`src/rtl/fxp_pkg.sv`:
```
// rtl/fxp_pkg.sv - shared FSM encoding, size derivations and saturation constants for the fixed-point unit
package fxp_pkg;

    typedef enum logic [1:0] {
        ST_IDLE = 2'd0,
        ST_MUL  = 2'd1,
        ST_SQRT = 2'd2,
        ST_DONE = 2'd3
    } fxp_state_e;

    // Number of CHUNK-wide slices per operand.
    function automatic int calc_nch(input int width, input int chunk);
        return width / chunk;
    endfunction

    // One root bit per iteration over the WIDTH+FBITS-bit scaled radicand.
    function automatic int calc_iter(input int width, input int fbits);
        return (width + fbits) / 2;
    endfunction

    // Counter width able to index 0..n-1, never narrower than one bit.
    function automatic int idx_width(input int n);
        int w;
        w = 1;
        while ((1 << w) < n) w++;
        return w;
    endfunction

    // Largest positive value for a width-bit signed word (truncate to width at the use site).
    function automatic logic [127:0] sat_max(input int width);
        logic [127:0] m;
        m = '0;
        for (int i = 0; i < width - 1; i++) m[i] = 1'b1;
        return m;
    endfunction

    // Most negative value for a width-bit signed word (truncate to width at the use site).
    function automatic logic [127:0] sat_min(input int width);
        logic [127:0] m;
        m = '0;
        m[width-1] = 1'b1;
        return m;
    endfunction

endpackage

```
`src/rtl/fxp_arith_unit_if.sv`:
```
// rtl/fxp_arith_unit_if.sv - request/response bundle between the issuing stage and the fixed-point unit
// master: drives start, operation, operand_1, operand_2; samples busy, done, result, overflow, invalid
// slave : the arithmetic unit itself
interface fxp_arith_unit_if #(
    parameter int WIDTH = 32
);
    logic             start;
    logic [1:0]       operation;
    logic [WIDTH-1:0] operand_1;
    logic [WIDTH-1:0] operand_2;
    logic             busy;
    logic             done;
    logic [WIDTH-1:0] result;
    logic             overflow;
    logic             invalid;

    modport master (
        output start, operation, operand_1, operand_2,
        input  busy, done, result, overflow, invalid
    );

    modport slave (
        input  start, operation, operand_1, operand_2,
        output busy, done, result, overflow, invalid
    );
endinterface

```
`src/rtl/fxp_chunk_mul.sv`:
```
// rtl/fxp_chunk_mul.sv - combinational CHUNK x CHUNK unsigned multiplier, time-shared by the MUL sequence
// Ports: a, b (CHUNK-bit unsigned slices) -> p (2*CHUNK-bit product)
module fxp_chunk_mul #(
    parameter int CHUNK = 16
) (
    input  logic [CHUNK-1:0]   a,
    input  logic [CHUNK-1:0]   b,
    output logic [2*CHUNK-1:0] p
);
    assign p = a * b;
endmodule

```
`src/rtl/fxp_arith_unit.sv`:
```
// rtl/fxp_arith_unit.sv - handshaked signed fixed-point add/sub/mul/sqrt unit
// Ports: clk, reset (async, active-high), bus (fxp_arith_unit_if.slave):
//   start/operation/operand_1/operand_2 in; busy/done/result/overflow/invalid out.
// Build option: FXP_SATURATE_EN clamps overflowed results to the signed range instead of wrapping.
`ifndef FPU_ADD
`define FPU_ADD  2'b00
`endif
`ifndef FPU_SUB
`define FPU_SUB  2'b01
`endif
`ifndef FPU_MUL
`define FPU_MUL  2'b10
`endif
`ifndef FPU_SQRT
`define FPU_SQRT 2'b11
`endif

module fxp_arith_unit
    import fxp_pkg::*;
#(
    parameter int WIDTH = 32,
    parameter int FBITS = 10,
    parameter int CHUNK = 16
) (
    input  logic            clk,
    input  logic            reset,
    fxp_arith_unit_if.slave bus
);
    localparam int NCH  = calc_nch(WIDTH, CHUNK);
    localparam int ITER = calc_iter(WIDTH, FBITS);
    localparam int ACCW = 2 * WIDTH;
    localparam int RADW = WIDTH + FBITS;
    localparam int REMW = ITER + 2;
    localparam int IDXW = idx_width(NCH);
    localparam int CNTW = idx_width(ITER);
    localparam logic [WIDTH-1:0] SAT_MAX = WIDTH'(sat_max(WIDTH));
    localparam logic [WIDTH-1:0] SAT_MIN = WIDTH'(sat_min(WIDTH));
`ifdef FXP_SATURATE_EN
    localparam bit SATURATE = 1'b1;
`else
    localparam bit SATURATE = 1'b0;
`endif

    fxp_state_e state_q, state_d;

    logic [WIDTH-1:0] mag_a_q, mag_b_q;
    logic             neg_q;
    logic [IDXW-1:0]  mi_q, mj_q;
    logic [ACCW-1:0]  acc_q;
    logic [RADW-1:0]  rad_q;
    logic [REMW-1:0]  rem_q;
    logic [ITER-1:0]  root_q;
    logic [CNTW-1:0]  it_q;
    logic [WIDTH-1:0] result_q;
    logic             overflow_q, invalid_q;

    // ---------------- ADD / SUB, evaluated on the live inputs at accept ----------------
    logic [WIDTH-1:0] opa, opb, sum, diff, add_res, sub_res;
    logic             add_ovf, sub_ovf;

    assign opa  = bus.operand_1;
    assign opb  = bus.operand_2;
    assign sum  = opa + opb;
    assign diff = opa - opb;
    assign add_ovf = (opa[WIDTH-1] == opb[WIDTH-1]) && (sum[WIDTH-1]  != opa[WIDTH-1]);
    assign sub_ovf = (opa[WIDTH-1] != opb[WIDTH-1]) && (diff[WIDTH-1] != opa[WIDTH-1]);
    // On overflow the true sign always matches operand_1.
    assign add_res = (add_ovf && SATURATE) ? (opa[WIDTH-1] ? SAT_MIN : SAT_MAX) : sum;
    assign sub_res = (sub_ovf && SATURATE) ? (opa[WIDTH-1] ? SAT_MIN : SAT_MAX) : diff;

    // ---------------- MUL: sign-magnitude, one partial product per cycle ----------------
    logic [WIDTH-1:0]   abs_a, abs_b;
    logic [CHUNK-1:0]   chunk_a, chunk_b;
    logic [2*CHUNK-1:0] pp;
    logic [ACCW-1:0]    acc_next;
    logic [WIDTH-1:0]   mag_field, mul_signed, mul_res;
    logic               mul_min_exact, mul_ovf, mul_last;

    // -2^(WIDTH-1) negates to itself, which read unsigned is the correct magnitude.
    assign abs_a = opa[WIDTH-1] ? -opa : opa;
    assign abs_b = opb[WIDTH-1] ? -opb : opb;

    assign chunk_a = mag_a_q[int'(mi_q)*CHUNK +: CHUNK];
    assign chunk_b = mag_b_q[int'(mj_q)*CHUNK +: CHUNK];

    fxp_chunk_mul #(.CHUNK(CHUNK)) u_chunk_mul (
        .a (chunk_a),
        .b (chunk_b),
        .p (pp)
    );

    assign acc_next  = acc_q + (ACCW'(pp) << (CHUNK * (int'(mi_q) + int'(mj_q))));
    assign mag_field = acc_next[RADW-1:FBITS];
    // A truncated magnitude of exactly 2^(WIDTH-1) still fits when the result is negative.
    assign mul_min_exact = neg_q && (acc_next[ACCW-1:RADW] == '0) && (mag_field == SAT_MIN);
    assign mul_ovf    = (|acc_next[ACCW-1:RADW-1]) && !mul_min_exact;
    assign mul_signed = neg_q ? -mag_field : mag_field;
    assign mul_res    = (mul_ovf && SATURATE) ? (neg_q ? SAT_MIN : SAT_MAX) : mul_signed;
    assign mul_last   = (mi_q == IDXW'(NCH - 1)) && (mj_q == IDXW'(NCH - 1));

    // ---------------- SQRT: restoring recurrence, two radicand bits per step ----------------
    logic [REMW-1:0] rem_sh, trial, rem_nx;
    logic [ITER-1:0] root_nx;
    logic            sqrt_ge, sqrt_last;

    // rem_q stays below 2^ITER, so its two top bits are always zero and may be shifted out.
    assign rem_sh    = REMW'({rem_q, rad_q[RADW-1 -: 2]});
    assign trial     = {root_q, 2'b01};
    assign sqrt_ge   = (rem_sh >= trial);
    assign rem_nx    = sqrt_ge ? (rem_sh - trial) : rem_sh;
    assign root_nx   = {root_q[ITER-2:0], sqrt_ge};
    assign sqrt_last = (it_q == CNTW'(ITER - 1));

    // ---------------- FSM ----------------
    always_ff @(posedge clk or posedge reset) begin
        if (reset) state_q <= ST_IDLE;
        else       state_q <= state_d;
    end

    always_comb begin
        state_d = state_q;
        unique case (state_q)
            ST_IDLE: begin
                if (bus.start) begin
                    case (bus.operation)
                        `FPU_MUL:  state_d = ST_MUL;
                        `FPU_SQRT: state_d = opa[WIDTH-1] ? ST_DONE : ST_SQRT;
                        default:   state_d = ST_DONE;
                    endcase
                end
            end
            ST_MUL:  if (mul_last)  state_d = ST_DONE;
            ST_SQRT: if (sqrt_last) state_d = ST_DONE;
            ST_DONE: state_d = ST_IDLE;
            default: state_d = ST_IDLE;
        endcase
    end

    always_comb begin
        bus.busy     = (state_q != ST_IDLE);
        bus.done     = (state_q == ST_DONE);
        bus.result   = result_q;
        bus.overflow = overflow_q;
        bus.invalid  = invalid_q;
    end

    // ---------------- Datapath ----------------
    always_ff @(posedge clk or posedge reset) begin
        if (reset) begin
            mag_a_q    <= '0;
            mag_b_q    <= '0;
            neg_q      <= 1'b0;
            mi_q       <= '0;
            mj_q       <= '0;
            acc_q      <= '0;
            rad_q      <= '0;
            rem_q      <= '0;
            root_q     <= '0;
            it_q       <= '0;
            result_q   <= '0;
            overflow_q <= 1'b0;
            invalid_q  <= 1'b0;
        end else begin
            case (state_q)
                ST_IDLE: begin
                    if (bus.start) begin
                        case (bus.operation)
                            `FPU_ADD: begin
                                result_q   <= add_res;
                                overflow_q <= add_ovf;
                                invalid_q  <= 1'b0;
                            end
                            `FPU_SUB: begin
                                result_q   <= sub_res;
                                overflow_q <= sub_ovf;
                                invalid_q  <= 1'b0;
                            end
                            `FPU_MUL: begin
                                mag_a_q <= abs_a;
                                mag_b_q <= abs_b;
                                neg_q   <= opa[WIDTH-1] ^ opb[WIDTH-1];
                                acc_q   <= '0;
                                mi_q    <= '0;
                                mj_q    <= '0;
                            end
                            default: begin
                                if (opa[WIDTH-1]) begin
                                    result_q   <= '0;
                                    overflow_q <= 1'b0;
                                    invalid_q  <= 1'b1;
                                end else begin
                                    rad_q  <= {opa, {FBITS{1'b0}}};
                                    rem_q  <= '0;
                                    root_q <= '0;
                                    it_q   <= '0;
                                end
                            end
                        endcase
                    end
                end
                ST_MUL: begin
                    acc_q <= acc_next;
                    if (mj_q == IDXW'(NCH - 1)) begin
                        mj_q <= '0;
                        mi_q <= mi_q + IDXW'(1);
                    end else begin
                        mj_q <= mj_q + IDXW'(1);
                    end
                    if (mul_last) begin
                        result_q   <= mul_res;
                        overflow_q <= mul_ovf;
                        invalid_q  <= 1'b0;
                    end
                end
                ST_SQRT: begin
                    rem_q  <= rem_nx;
                    root_q <= root_nx;
                    rad_q  <= rad_q << 2;
                    it_q   <= it_q + CNTW'(1);
                    if (sqrt_last) begin
                        result_q   <= WIDTH'(root_nx);
                        overflow_q <= 1'b0;
                        invalid_q  <= 1'b0;
                    end
                end
                default: ;
            endcase
        end
    end

endmodule
```
`src/flat_wrapper.sv`:
```
// flat-port wrapper written by rule: the top's interface ports become plain ports
module fxp_arith_unit_flat import fxp_pkg::*;
#(
    parameter int WIDTH = 32,
    parameter int FBITS = 10,
    parameter int CHUNK = 16
)
  (clk, reset, bus_start, bus_operation, bus_operand_1, bus_operand_2, bus_busy, bus_done, bus_result, bus_overflow, bus_invalid);
  fxp_arith_unit_if #(.WIDTH(WIDTH)) bus_i ();
  input  logic clk;
  input  logic reset;
  input wire logic [$bits(bus_i.start)-1:0] bus_start;
  input wire logic [$bits(bus_i.operation)-1:0] bus_operation;
  input wire logic [$bits(bus_i.operand_1)-1:0] bus_operand_1;
  input wire logic [$bits(bus_i.operand_2)-1:0] bus_operand_2;
  output wire logic [$bits(bus_i.busy)-1:0] bus_busy;
  output wire logic [$bits(bus_i.done)-1:0] bus_done;
  output wire logic [$bits(bus_i.result)-1:0] bus_result;
  output wire logic [$bits(bus_i.overflow)-1:0] bus_overflow;
  output wire logic [$bits(bus_i.invalid)-1:0] bus_invalid;
  assign bus_i.start = bus_start;
  assign bus_i.operation = bus_operation;
  assign bus_i.operand_1 = bus_operand_1;
  assign bus_i.operand_2 = bus_operand_2;
  assign bus_busy = bus_i.busy;
  assign bus_done = bus_i.done;
  assign bus_result = bus_i.result;
  assign bus_overflow = bus_i.overflow;
  assign bus_invalid = bus_i.invalid;
  fxp_arith_unit #(.WIDTH(WIDTH), .FBITS(FBITS), .CHUNK(CHUNK)) u_core (.clk(clk), .reset(reset), .bus(bus_i));
endmodule
```
`config.mk`:
```
export PLATFORM = sky130hd
export DESIGN_NAME = fxp_arith_unit_flat
export DESIGN_NICKNAME = d
export VERILOG_FILES = /design/src/rtl/fxp_pkg.sv /design/src/rtl/fxp_arith_unit_if.sv /design/src/rtl/fxp_chunk_mul.sv /design/src/rtl/fxp_arith_unit.sv /design/src/flat_wrapper.sv
export SDC_FILE = /design/constraint.sdc
export NUM_CORES = 2
export LEC_CHECK = 0
export BUFFER_PORTS_ARGS = -buffer_cell sky130_fd_sc_hd__buf_2
export CAP_MARGIN = 20
export CORE_MARGIN = 4
export CORE_UTILIZATION = 45
export DETAILED_ROUTE_END_ITERATION = 16
export PLACE_DENSITY = 0.66
export REMOVE_ABC_BUFFERS = 1
export SKIP_LAST_GASP = 1
export SLEW_MARGIN = 20
export SYNTH_ARGS = -nofsm -noshare
export SYNTH_HDL_FRONTEND = slang
export SYNTH_SLANG_ARGS = --single-unit
```
`constraint.sdc`:
```
create_clock -name clk -period 10 [get_ports clk]
set_input_delay 0.5 -clock clk [delete_from_list [all_inputs] [get_ports clk]]
set_output_delay 0.5 -clock clk [all_outputs]
set_load 0.005 [all_outputs]
```
# Word level (Yosys, flattened, before mapping)
# Index checks and enable logic that the tools add are counted.
# op_classes
multipliers,1
shift,3
n_bitwise,1
mux,52
n_lt_le_gt_ge,1
reduce_logical,24
n_addsub,11
eq_ne,22
n_div,0
# ops
operator,count
two-way mux 32 bit,7
one-hot mux 32 bit (3 select lines),2
two-way mux 21 bit,7
two-way mux 64 bit,2
one-hot mux 64 bit (2 select lines),1
two-way mux 42 bit,3
negation 32 bit,3
one-hot mux 21 bit (2 select lines),2
one-hot mux 42 bit (2 select lines),1
adder 64 bit,1
variable part select 32 x 6 -> 16 bit,2
<< shifter 32 x 32 -> 64 bit,1
adder 32 bit,1
"equality test 32 bit, second input constant",1
multiplier 16 x 16 -> 32 bit,1
subtractor 32 bit,1
>= comparator 23 bit,1
OR reduction 23 bit,1
logical NOT 22 bit,1
subtractor 21 bit,1
two-way mux 5 bit,3
two-way mux 1 bit,12
AND reduction 6 bit,2
"inequality test 2 bit, second input constant",5
27 further kinds,53
# word_totals
elab_cells,129
rom_bits,0
latch_bits,0
ff_bits,256
in_bits,69
n_memories,0
mem_bits_rw,0
out_inout_bits,36

# Logic depth before layout (Yosys ltp)
# logic_depth
ltp_word,11
ltp_mapped,44
depth_no_buf,40

# Modules after synthesis
# Synthesis repeated with hierarchy kept, for this count alone.
# unflattened
cells_unflattened,3738
area_unflattened_um2,30466.7
# by_module_without_submodules
module,seq_area_each_um2,area_per_inst_um2,instances,cells_per_inst
fxp_arith_unit,6155.9,21829.7,1,2737
fxp_chunk_mul,0.0,8637.0,1,1001

# Worst setup path before layout
# Ideal clock, no wire load.
# synth_path
kind,register to register
start,register u_core.mi_q
end,register u_core.result_q[29] (netlist: u_core.bus.result[29])
setup_time_ns,0.126
arrival_ns,10.594
slack_ns,-0.720
path_stages_with_launch,43
required_time_ns,9.874
period_less_slack_ns,10.720
path_buffers,4
cell_sequence,dfrtp_1 > clkbuf_1 > buf_1 > clkbuf_1 > mux2i_1 > nor2_1 > fa_1 > inv_1 > fa_1 > fa_1 > fa_1 > inv_1 > fa_1 > inv_1 > fa_1 > inv_1 > ha_1 > a21o_1 > [7 not listed] > a21oi_1 > xor2_1 > mux2_2 > nor2_1 > ha_1 > nand2_1 > nor4_1 > o2111ai_1 > nand3_1 > a21oi_1 > xnor2_1 > or4_4 > or3_1 > buf_6 > o41ai_2 > xnor2_1 > nor3_1 > a221o_1
# synth_between
elab_chain_cells,8
word_cells_on_any_way,12
cone_classes,add/sub: 3; mul: 1; eq/ne: 1; shift: 2; mux: 3; reduce/logical: 2
# synth_lines
element,line_no,source
"start, declared",fxp_arith_unit.sv:48,"logic [IDXW-1:0] mi_q, mj_q;"
"start signal, assigned",fxp_arith_unit.sv:205,mi_q <= mi_q + IDXW'(1);
variable part select 32 x 6 -> 16 bit,fxp_arith_unit.sv:83,assign chunk_a = mag_a_q[int'(mi_q)*CHUNK +: CHUNK];
multiplier 16 x 16 -> 32 bit,fxp_chunk_mul.sv:10,assign p = a * b;
<< shifter 32 x 32 -> 64 bit,fxp_arith_unit.sv:92,assign acc_next = acc_q + (ACCW'(pp) << (CHUNK * (int'(mi_q) + int'(mj_q))));
adder 64 bit,fxp_arith_unit.sv:92,
negation 32 bit,fxp_arith_unit.sv:97,assign mul_signed = neg_q ? -mag_field : mag_field;
two-way mux 32 bit,fxp_arith_unit.sv:97,
two-way mux 32 bit,fxp_arith_unit.sv:209,if (mul_last) begin
one-hot mux 32 bit (3 select lines),fxp_arith_unit.sv:164,case (state_q)
"end signal, assigned",fxp_arith_unit.sv:169,result_q <= add_res;
"end signal, assigned",fxp_arith_unit.sv:174,result_q <= sub_res;
"end signal, assigned",fxp_arith_unit.sv:210,result_q <= mul_res;
"end, declared",fxp_arith_unit.sv:54,logic [WIDTH-1:0] result_q;
# Parallel ways exist; a longest one is shown, timed or not. The select of a mux whose other input is x is not followed.
# A chain may end at the register's enable or synchronous reset.

# Worst setup path after layout
# Ends and elaborated chain as after synthesis.

==> summary.md <==
| Metric | Value |
|---|---|
| Commonest non-fill, non-tap cell in the layout | `sky130_fd_sc_hd__buf_4` |
| Flop2flop setup slack | `-30 ps` |
| Number of enable-type register cells in the synthesized netlist | `0` |
| Cell types with the largest area share after synthesis | `sky130_fd_sc_hd__dfrtp_1 (21%), sky130_fd_sc_hd__fa_1 (13%), sky130_fd_sc_hd__ha_1 (11%)` |
| Clk Latency, worst-skew pair | `roughly 620 ps` |
| Drt wl/cell | `between 20 and 25 µm` |
| Cell with the biggest individual delay on the critical path | `sky130_fd_sc_hd__fa_1` |
| Category of the worst setup path launch point | `register` |
| Detailed Route WL | `108000 µm` |
| HPWL after DPL | `~85000 µm` |
| Mapped Area | `approximately 0.03 mm²` |
| Wire length of the first global-routing pass | `about 160000 µm` |
| Max Buffers Root-to-Sink | `3` |
| Most used cells in the layout excluding fill and tap cells | `sky130_fd_sc_hd__buf_4 (497), sky130_fd_sc_hd__nand2_1 (455), sky130_fd_sc_hd__inv_1 (357)` |
| Failing checks | `hold timing, setup timing` |
| R2R depth | `44` |
| IO Port Bufs | `104` |
| Share of synthesized flip-flops with an asynchronous set or reset | `100%` |
| Total die area | `just over 0.07 mm²` |
| Category of the worst setup path capture point | `register` |
| Final hold violation count | `7` |
| Via count of the first global-routing pass | `around 28000` |
| Reg2reg start | `u_core.mi_q` |
| Share of the clock period used by the worst path after layout | `100%` |
| Clock-pin slew on the worst setup and hold paths | `~60 ps` |
| DRC errors left | `0` |
| Residual overflow from global routing | `0` |
| Initial antenna violation count | `4` |
| Share of the synthesized area in the top cell type | `20.6%` |
| Post-layout util | `around 58%` |
| Final setup violation count | `5` |
| Placer Congestion | `between 0.9 and 1` |
| Area growth syn-to-layout | `26.6%` |
| Detailed router's first-iteration violation count | `between 2000 and 3000` |
| Count of state elements after synthesis | `246` |
| Worst Slack Setup Final | `-26.2 ps` |
| Area of the core | `between 0.06 and 0.07 mm²` |
| Reg-to-reg endpoint | `u_core.bus.result[29]` |
| All-layer global routing usage | `29.4%` |
| Detailed-route via count | `29456` |
| Total CTS buffers | `30` |
| Setup Skew | `52.1 ps` |
| Total number of clock tree sinks | `around 250` |
| Cell variety after synth | `93` |
| Starting utilization of the core area | `45.4%` |
| Pin count of the biggest net entering global routing | `142` |
| Result of the run | `finished, violations left` |
| Pre-CTS worst setup slack | `-650 ps` |
| Shortest period the worst path allows | `about 10000 ps` |
| Width of the chip | `266 µm` |
| Transition time at the pin with the least slew margin | `about 1200 ps` |
| Layout Nets | `4705` |
| Min-delay worst type | `in2async` |
| Max-cap violations | `0` |
| Std cell rows | `94` |
| Post-detailed-route count of antenna-violating nets | `0` |
| Highest fanout seen on the critical path | `7` |
| Worst endpoint data arrival time | `10530 ps` |
| Number of hold-repair buffers added at the cts stage | `0` |
| Proportion of synthesized chip area in sequential cells | `between 20 and 25%` |
| Dominant synthesized flop cell | `sky130_fd_sc_hd__dfrtp_1` |
| Detailed-router iteration count before antenna repair | `5` |
| Biggest cell delay along the critical path | `580 ps` |
| Classification of the worst setup path | `reg2reg` |
| Synth warnings | `0` |
| WP data required | `about 11000 ps` |
| Clock tree from TritonCTS | `yes` |
| Slew Limit Fails | `0` |
| Root Driver | `sky130_fd_sc_hd__clkbuf_16` |
| Fmax | `99.7 MHz` |
| Die extent in y | `between 200 and 300 µm` |
| Average via count per standard cell | `5.81` |
| Fraction of final layout cells with drive strength greater than 1 | `23.8%` |
| IO Count | `between 100 and 150` |
| Mean area per synthesized cell | `8.15 µm²` |
| Cells after Synth | `approximately 3700` |
| Leading area contributor after synthesis | `sky130_fd_sc_hd__dfrtp_1` |
| H-tree levels | `1` |
| Remaining max-slew budget at the tightest pin | `about 17%` |
| Setup repair after global routing missed its margin | `true` |
| Hold WS | `-10.6 ps` |
-- cells by family after synthesis --
group,Yosys count,share of synthesized area [%]
mux,109,3.82
xor+xnor,200,5.86
fa+ha+maj,459,24.2
simple gates,1180,18.0
compound gates,944,20.7
buf+inv,529,6.78
flops,246,20.6
-- area by class of cell --
type                            count  area, µm²
Inverter                          367       1390
Clock buffer                       39        845
Antenna cell                        3       7.51
Multi-Input combinational cell   2892      23300
Clock inverter                     17        163
Sequential cell                   246       6160
Fill cell                        5852      27900
Timing Repair Buffer              640       4840
Tap cell                          864       1080
-- per-stage QoR --
stage | hold WS (ps) | std cells | area [µm²] | setup TNS [ps]
after floorplan | 442 | 3505 | 29200 | -8350
after global placement | 466 | 4933 | 34400 | -6080
after detailed placement | 469 | 4933 | 34400 | -7730
after CTS | 27.3 | 5025 | 36300 | -4.14
after global routing | 58.7 | 5067 | 37800 | -4340
final | -10.6 | 5068 | 37800 | -82.5
-- state kept, by name (all words and copies together) (netlist names), 2 cells and up --
name               cells
u_core.acc_q          64
u_core.mag_a_q        32
u_core.root_q         21
u_core.rem_q          21
u_core.state_q         2
u_core.it_q            5
u_core.bus.result     32
u_core.mag_b_q        32
u_core.rad_q          32
-- critical path, delay by kind of cell, from the launching register on --
family	cells	cell delay, ps
and+or+nand+nor	11	2100
DFF	1	450
muxes	1	330
xor gates and xnor gates	2	360
buffers and inverters	12	1350
adders and majority gates	8	3380
AOI/OAI and AO/OA	10	1970
-- how the worst max path moves through the flow --
stage                     start                    end  depth (start not counted)
finish              u_core.mi_q  u_core.bus.result[29]                         44
global route        u_core.mi_q    u_core.bus.overflow                         47
CTS                 u_core.mi_q  u_core.bus.result[29]                         43
detailed placement  u_core.mj_q  u_core.bus.result[26]                         45
global placement    u_core.mi_q  u_core.bus.result[30]                         43
floorplan           u_core.mj_q  u_core.bus.result[29]                         38
-- cell usage after synthesis, types with 18 or more instances --
cell type and n:
sky130_fd_sc_hd__nand2_1 465, sky130_fd_sc_hd__inv_1 366, sky130_fd_sc_hd__nor2_1 315, sky130_fd_sc_hd__o21ai_0 273, sky130_fd_sc_hd__ha_1 262, sky130_fd_sc_hd__dfrtp_1 246
sky130_fd_sc_hd__fa_1 197, sky130_fd_sc_hd__a21oi_1 188, sky130_fd_sc_hd__clkbuf_1 144, sky130_fd_sc_hd__xnor2_1 124, sky130_fd_sc_hd__a21o_1 77, sky130_fd_sc_hd__xor2_1 76
sky130_fd_sc_hd__mux2i_1 70, sky130_fd_sc_hd__nor3_1 66, sky130_fd_sc_hd__nand3_1 65, sky130_fd_sc_hd__o31ai_1 41, sky130_fd_sc_hd__nand2b_1 40, sky130_fd_sc_hd__mux2_2 39
sky130_fd_sc_hd__nand4_1 35, sky130_fd_sc_hd__a22o_1 33, sky130_fd_sc_hd__and2_1 33, sky130_fd_sc_hd__or3_1 32, sky130_fd_sc_hd__a211oi_1 29, sky130_fd_sc_hd__and3_1 28
sky130_fd_sc_hd__o21bai_1 27, sky130_fd_sc_hd__a31oi_1 23, sky130_fd_sc_hd__nor2b_1 23, sky130_fd_sc_hd__nor4_1 21, sky130_fd_sc_hd__o211ai_1 21, sky130_fd_sc_hd__o22ai_1 21
sky130_fd_sc_hd__a221oi_1 20, sky130_fd_sc_hd__o311ai_0 20, sky130_fd_sc_hd__a221o_1 19, sky130_fd_sc_hd__o21a_1 18
-- routing by layer --
layer,up-vias,global-route usage (%),routed length [µm],share of wire [%]
li1,13766,-,-,-
met1,14303,41.1,46500,43
met2,1129,45.9,48400,45
met3,258,5.28,8230,7.6
met4,0,11.1,5080,4.7
met5,-,0,0,0
-- timing repair --
item / 4_1_cts / 5_1_grt
resized for setup: 138 / 218
cloned: 5 / 1
pin swaps: 68 / 133
setup endpoints to repair: 22 / 32
setup buffers: 32 / 39
Power is not shown: default switching activity piles up to over one toggle a cycle in this logic, so the estimate is an artifact.
